==> src/rtl/sram_byte_en_rmw_adapter.sv <==
// sram_byte_en_rmw_adapter
// ------------------------
// Read-modify-write engine that sits between a byte-enable SRAM client and
// a line-enable SRAM macro. The macro has no byte write strobes. A partial
// write therefore becomes three steps: a line read, a per-byte merge, and a
// full-line write-back. Reads pass through with a registered response.
// Only one request is in flight at a time.
//
// Optional feature (compile-time macro):
//   SRAM_RMW_FULL_LINE_BYPASS_EN - a write whose byte strobes are all ones
//   skips the SRAM read and goes straight from IDLE to WR.
//
// Ports:
//   clk, rst          - single clock; rst is asynchronous and active-high
//   req_valid/ready   - request handshake (see below)
//   req_write         - 1 = write, 0 = read
//   req_addr          - line address
//   req_wdata         - write data
//   req_byte_en       - byte strobes; bit i covers bits [8i+7:8i]; unused for reads
//   rsp_valid         - one-cycle completion pulse (no backpressure)
//   rsp_write         - the completed operation was a write
//   rsp_rdata         - read data, or the line as written for writes
//   sram_addr         - SRAM line address (holds its last value when idle)
//   sram_read_en      - SRAM read strobe; data returns on the following cycle
//   sram_write_en     - SRAM full-line write strobe
//   sram_write_data   - SRAM full-line write data
//   sram_read_data    - SRAM read data, valid the cycle after sram_read_en
//   dbg_state         - current FSM state, for observation only
//
// Handshake: a request transfers on any rising edge where req_valid and
// req_ready are both 1. req_ready is 1 only in IDLE. Request inputs are
// don't-care on every other cycle. rsp_valid is a single-cycle pulse that
// the client must take; it cannot stall it.
module sram_byte_en_rmw_adapter #(
  parameter int MEM_ADDR_BITS = 10,
  parameter int DATA_WIDTH    = 64,
  localparam int NBYTES       = DATA_WIDTH / 8
) (
  input  logic                     clk,
  input  logic                     rst,
  input  logic                     req_valid,
  output logic                     req_ready,
  input  logic                     req_write,
  input  logic [MEM_ADDR_BITS-1:0] req_addr,
  input  logic [DATA_WIDTH-1:0]    req_wdata,
  input  logic [NBYTES-1:0]        req_byte_en,
  output logic                     rsp_valid,
  output logic                     rsp_write,
  output logic [DATA_WIDTH-1:0]    rsp_rdata,
  output logic [MEM_ADDR_BITS-1:0] sram_addr,
  output logic                     sram_read_en,
  output logic                     sram_write_en,
  output logic [DATA_WIDTH-1:0]    sram_write_data,
  input  logic [DATA_WIDTH-1:0]    sram_read_data,
  output logic [2:0]               dbg_state
);

  if ((DATA_WIDTH % 8) != 0) begin : g_bad_width
    $error("sram_byte_en_rmw_adapter: DATA_WIDTH must be a multiple of 8");
  end

  typedef enum logic [2:0] {
    IDLE = 3'd0,
    RD   = 3'd1,
    RDW  = 3'd2,
    WR   = 3'd3,
    RSP  = 3'd4
  } state_t;

  state_t                   state_q, state_d;
  logic [MEM_ADDR_BITS-1:0] addr_q, addr_d;
  logic [DATA_WIDTH-1:0]    wdata_q, wdata_d;
  logic [NBYTES-1:0]        byte_en_q, byte_en_d;
  logic                     write_q, write_d;
  logic [DATA_WIDTH-1:0]    line_q, line_d;

  // Every output is a flop. Its next value is computed from the state
  // transition, so each strobe lines up exactly with the state it belongs to.
  logic                     rsp_valid_q, rsp_valid_d;
  logic                     rsp_write_q, rsp_write_d;
  logic [DATA_WIDTH-1:0]    rsp_rdata_q, rsp_rdata_d;
  logic [MEM_ADDR_BITS-1:0] sram_addr_q, sram_addr_d;
  logic                     sram_read_en_q, sram_read_en_d;
  logic                     sram_write_en_q, sram_write_en_d;
  logic [DATA_WIDTH-1:0]    sram_write_data_q, sram_write_data_d;

  logic [DATA_WIDTH-1:0]    merged;

  // Per-byte merge of the registered write data over the line being read back.
  always_comb begin
    merged = '0;
    for (int i = 0; i < NBYTES; i++) begin
      merged[8*i +: 8] = byte_en_q[i] ? wdata_q[8*i +: 8] : sram_read_data[8*i +: 8];
    end
  end

  always_comb begin
    state_d           = state_q;
    addr_d            = addr_q;
    wdata_d           = wdata_q;
    byte_en_d         = byte_en_q;
    write_d           = write_q;
    line_d            = line_q;
    rsp_valid_d       = 1'b0;
    rsp_write_d       = rsp_write_q;
    rsp_rdata_d       = rsp_rdata_q;
    sram_addr_d       = sram_addr_q;
    sram_read_en_d    = 1'b0;
    sram_write_en_d   = 1'b0;
    sram_write_data_d = sram_write_data_q;

    unique case (state_q)
      IDLE: begin
        if (req_valid) begin
          addr_d    = req_addr;
          wdata_d   = req_wdata;
          byte_en_d = req_byte_en;
          write_d   = req_write;
          if (req_write && (req_byte_en == '0)) begin
            // Nothing to write: complete without touching the SRAM.
            state_d     = RSP;
            line_d      = '0;
            rsp_valid_d = 1'b1;
            rsp_write_d = 1'b1;
            rsp_rdata_d = '0;
          end
`ifdef SRAM_RMW_FULL_LINE_BYPASS_EN
          else if (req_write && (&req_byte_en)) begin
            // The whole line is replaced, so the read-back is not needed.
            state_d           = WR;
            line_d            = req_wdata;
            sram_addr_d       = req_addr;
            sram_write_en_d   = 1'b1;
            sram_write_data_d = req_wdata;
          end
`endif
          else begin
            state_d        = RD;
            sram_addr_d    = req_addr;
            sram_read_en_d = 1'b1;
          end
        end
      end
      RD: begin
        state_d = RDW;
      end
      RDW: begin
        if (write_q) begin
          state_d           = WR;
          line_d            = merged;
          sram_addr_d       = addr_q;
          sram_write_en_d   = 1'b1;
          sram_write_data_d = merged;
        end else begin
          state_d     = RSP;
          line_d      = sram_read_data;
          rsp_valid_d = 1'b1;
          rsp_write_d = 1'b0;
          rsp_rdata_d = sram_read_data;
        end
      end
      WR: begin
        state_d     = RSP;
        rsp_valid_d = 1'b1;
        rsp_write_d = write_q;
        rsp_rdata_d = line_q;
      end
      RSP: begin
        state_d = IDLE;
      end
      default: begin
        state_d = IDLE;
      end
    endcase
  end

  always_ff @(posedge clk or posedge rst) begin
    if (rst) begin
      state_q           <= IDLE;
      addr_q            <= '0;
      wdata_q           <= '0;
      byte_en_q         <= '0;
      write_q           <= 1'b0;
      line_q            <= '0;
      rsp_valid_q       <= 1'b0;
      rsp_write_q       <= 1'b0;
      rsp_rdata_q       <= '0;
      sram_addr_q       <= '0;
      sram_read_en_q    <= 1'b0;
      sram_write_en_q   <= 1'b0;
      sram_write_data_q <= '0;
    end else begin
      state_q           <= state_d;
      addr_q            <= addr_d;
      wdata_q           <= wdata_d;
      byte_en_q         <= byte_en_d;
      write_q           <= write_d;
      line_q            <= line_d;
      rsp_valid_q       <= rsp_valid_d;
      rsp_write_q       <= rsp_write_d;
      rsp_rdata_q       <= rsp_rdata_d;
      sram_addr_q       <= sram_addr_d;
      sram_read_en_q    <= sram_read_en_d;
      sram_write_en_q   <= sram_write_en_d;
      sram_write_data_q <= sram_write_data_d;
    end
  end

  assign req_ready       = (state_q == IDLE);
  assign rsp_valid       = rsp_valid_q;
  assign rsp_write       = rsp_write_q;
  assign rsp_rdata       = rsp_rdata_q;
  assign sram_addr       = sram_addr_q;
  assign sram_read_en    = sram_read_en_q;
  assign sram_write_en   = sram_write_en_q;
  assign sram_write_data = sram_write_data_q;
  assign dbg_state       = state_q;

endmodule
==> config.mk <==
export PLATFORM = sky130hd
export DESIGN_NAME = sram_byte_en_rmw_adapter
export DESIGN_NICKNAME = d
export VERILOG_FILES = /design/src/rtl/sram_byte_en_rmw_adapter.sv
export SDC_FILE = /design/constraint.sdc
export NUM_CORES = 1
export LEC_CHECK = 0
export ABC_AREA = 1
export CORE_MARGIN = 1.5
export CORE_UTILIZATION = 45
export CTS_BUF_LIST = sky130_fd_sc_hd__clkbuf_4
export CTS_CLUSTER_DIAMETER = 200
export DETAILED_ROUTE_END_ITERATION = 10
export GPL_TIMING_DRIVEN = 0
export PLACE_DENSITY = 0.73
export SKIP_LAST_GASP = 1
export SYNTH_ARGS = -nofsm -noshare
export SYNTH_HDL_FRONTEND = slang
export SYNTH_SLANG_ARGS = --single-unit
==> constraint.sdc <==
create_clock -name clk -period 21.8 [get_ports clk]
set_input_delay 4.36 -clock clk [delete_from_list [all_inputs] [get_ports clk]]
set_output_delay 4.36 -clock clk [all_outputs]
set_load 0.05 [all_outputs]
==> results.md <==
- Wire length per cell: 17.8 um
- Root Driver: clkbuf_4
- RSZ-0062 raised after global routing: false
- Largest net degree at the start of global routing: 118
- Multiplexer share of the synthesized area: 0%
- Max Cap Violations: 0
- Total power: 2.67 mW
- Clock-pin slew on the worst setup and hold paths: 0.07 ns
- Async S/R FF share, synth: 100%
- Mapped Cells: 1659
- Fin cells: 2480
- Sequential share of power: 33.0%
- H-tree depth: 3
- CP Max Fanout: 10
- Hold-fix buffers, CTS: 0
- EDFF count, synth: 0
- Residual DRC count: 0
- Worst EP required: 17.44 ns
- First-pass GRT wire length: 68.9 mm
- Largest family of logic cells by synthesized area: simple AND/OR/NAND/NOR gates
- Routability cong.: 0.864
- Via/cell ratio: 5.32
- Die Span X: 174 um
- Initial Utilization: 45.9%
- Placed Cells incl. Taps: 2340
- Min cycle time layout: 6.97 ns
- Sw power: 1.25 mW
- Core Util, Final: 61.6%
- Synthesis Warnings: 0
- Count leader, synth: nand2_1
- I/O Pins: 296
- Post-synth top area cell: dfrtp_1
- Compound-Gate Fraction of Synth Area: 13.2%
- HPWL after detailed placement: 30.5 mm
- Sw frac: 46.8%
- Area Growth Syn to Fin: 34.1%
- Final period util: 32.0%
- Worst rel slew slack: 53.3%
- Fmax: 143 MHz
- Top cells by area, synth: dfrtp_1 55%, nand2_1 15%, o21ai_0 6.4%
- Mapped cell area: 0.0132 mm^2
- Postcts setup bufs: 0
- Row count: 62
- CTS tree: done
- Footprint of the multi-input gates: 0.00505 mm^2
- Grt total ovfl: 0
- Worst-case clock buffer depth: 3
- Worst-skew pair later-pin latency: 0.71 ns
- Area fraction of the dominant cell type after synthesis: 55.3%
- Combinational power share: 48.3%
- Drt first-iter violations: 1384
- Register area: 0.00731 mm^2
- Die ar.: 0.0304 mm^2
- Skew final: 0.0415 ns
- Sink Count: 292
- Clock buffer count from CTS: 78
- P_int: 1.42 mW
- Total Wirelength: 44.1 mm
- Syn_nets: 1809
- Vias in the first global route: 13000
- Clock share of power: 18.7%
- Top_reg_cell synth: dfrtp_1
- XOR/XNOR Fraction of Synth Area: 0%
- Worst path arrival time: 2.61 ns
- CTS resizes: 0
- Core Region: 0.0288 mm^2
- R2r setup slk: 19.64 ns
- Yosys cell types: 20
- Fin. Hold Viols: 0
- Layout cells sized above 1: 8.84%
- Number of port buffers: 295
- Routed Antenna Nets: 0
- Total track usage: 29.0%
- TritonRoute pass-1 iters: 6
- Synth Area in Adders: 0%
- Initial antenna violation count: 3
- Synth Area in Simple Gates: 25.0%
- Synthesized area per cell: 7.96 um^2
- Hold crit path type: reg -> reg
- Crit path kind: reg -> out
- Register area share after synthesis: 55.3%
- Slew Limit Fails: 0
- Fin Setup TNS: 0 ns
- Fillers: 2584
- PD cells: 150 mW/mm^2
- Die height: 174 um
- #FFs+latches synth: 292
- Most frequent cells after synthesis: 537 x nand2_1, 292 x dfrtp_1, 170 x o21ai_0
- Critical Path End Type: output port
- Type of origin of the critical path: flip-flop
- Outcome: completed
- Final Net Count: 2186
- Via Count: 13200
- Maximum vdd drop: 0.0000919 V
- Slew of the pin with the lowest slew margin: 0.701 ns
- Lkg Pwr: 8.73 nW
- Endpoints failing setup: 0
==> layout by cell type, fill, tap and decap left out, drive strengths merged <==
cell	instances
nand2	540
inv	80
a21oi	128
diode	3
o21bai	1
clkbuf	177
nand3	142
o21ai	215
clkdlybuf4s50	295
dfrtp	292
clkinv	17
nor2	141
bufinv	2
buf	62
o31ai	1
==> worst max-delay path, cell delays in order (launching register included) <==
cell	delay, ns
dfrtp_1	0.47
nor2_1	0.17
nand2_1	0.12
buf_4	0.22
inv_1	0.08
clkdlybuf4s50_1	0.86
==> registers in the layout, indices dropped and copies added (netlist names), 3 cells and up <==
signal,cells
line_q,64
rsp_rdata,64
sram_write_data,64
wdata_q,64
addr_q,10
sram_addr,10
byte_en_q,8
dbg_state,3
==> per-stage QoR <==
stage	hold slack (ns)	worst slack (ns)	cell area [um^2]
detailed placement	0.458	15.42	16700
global placement	0.453	5.68	16600
finish	0.469	14.83	17700
CTS	0.473	14.80	17700
floorplan	0.443	9.38	13200
global route	0.489	14.73	17700
==> cells by family (layout without fill, tap and decap cells) <==
kind of cell           after synthesis  in the layout
and+or+nand+nor                    823            823
other                                0              3
AOI/OAI and AO/OA                  345            345
buffers and inverters              199            633
DFF                                292            292
==> area by class of cell <==
type                    instances  area share, %
diodes                          3         0.0424
clock buffers                 116           4.92
clock inverters                21          0.742
repair buffers                297           17.0
well taps                     384           2.71
plain buffers                 121           3.19
flip-flops and latches        292           41.2
inverters                      78           1.69
multi-input cells            1168           28.5
==> power groups by stage <==
stage / logic, mW / registers (mW) / clock network [mW]
after global routing: 1.39 / 0.903 / 0.534
after CTS: 1.29 / 0.877 / 0.506
after floorplan: 0.529 / 1.17 / 0
final: 1.29 / 0.880 / 0.497
after global placement: 1.26 / 0.880 / 0
after detailed placement: 1.28 / 0.882 / 0
==> per-layer routing <==
layer | GRT usage [%] | vias up | wire length, um
met3 | 6.63 | 103 | 3910
met4 | 12.3 | 0 | 1470
met1 | 38.5 | 6253 | 18200
met5 | 0 | - | 0
li1 | - | 6172 | -
met2 | 45.8 | 662 | 20400
==> path summary, 6_finish.rpt <==
kind | from | end | cells after the start
worst max-delay path | dbg_state[0] | req_ready | 5
worst min-delay path | sram_addr[2] | sram_addr[2] | 2
worst max register to register | dbg_state[2] | sram_write_data[55] | 9
worst min register to register | sram_addr[2] | sram_addr[2] | 2
max in group asynchronous | rst | sram_write_data[21] | 4
min in group asynchronous | rst | rsp_rdata[60] | 2
No activity file was read; power rests on OpenSTA's default activity.
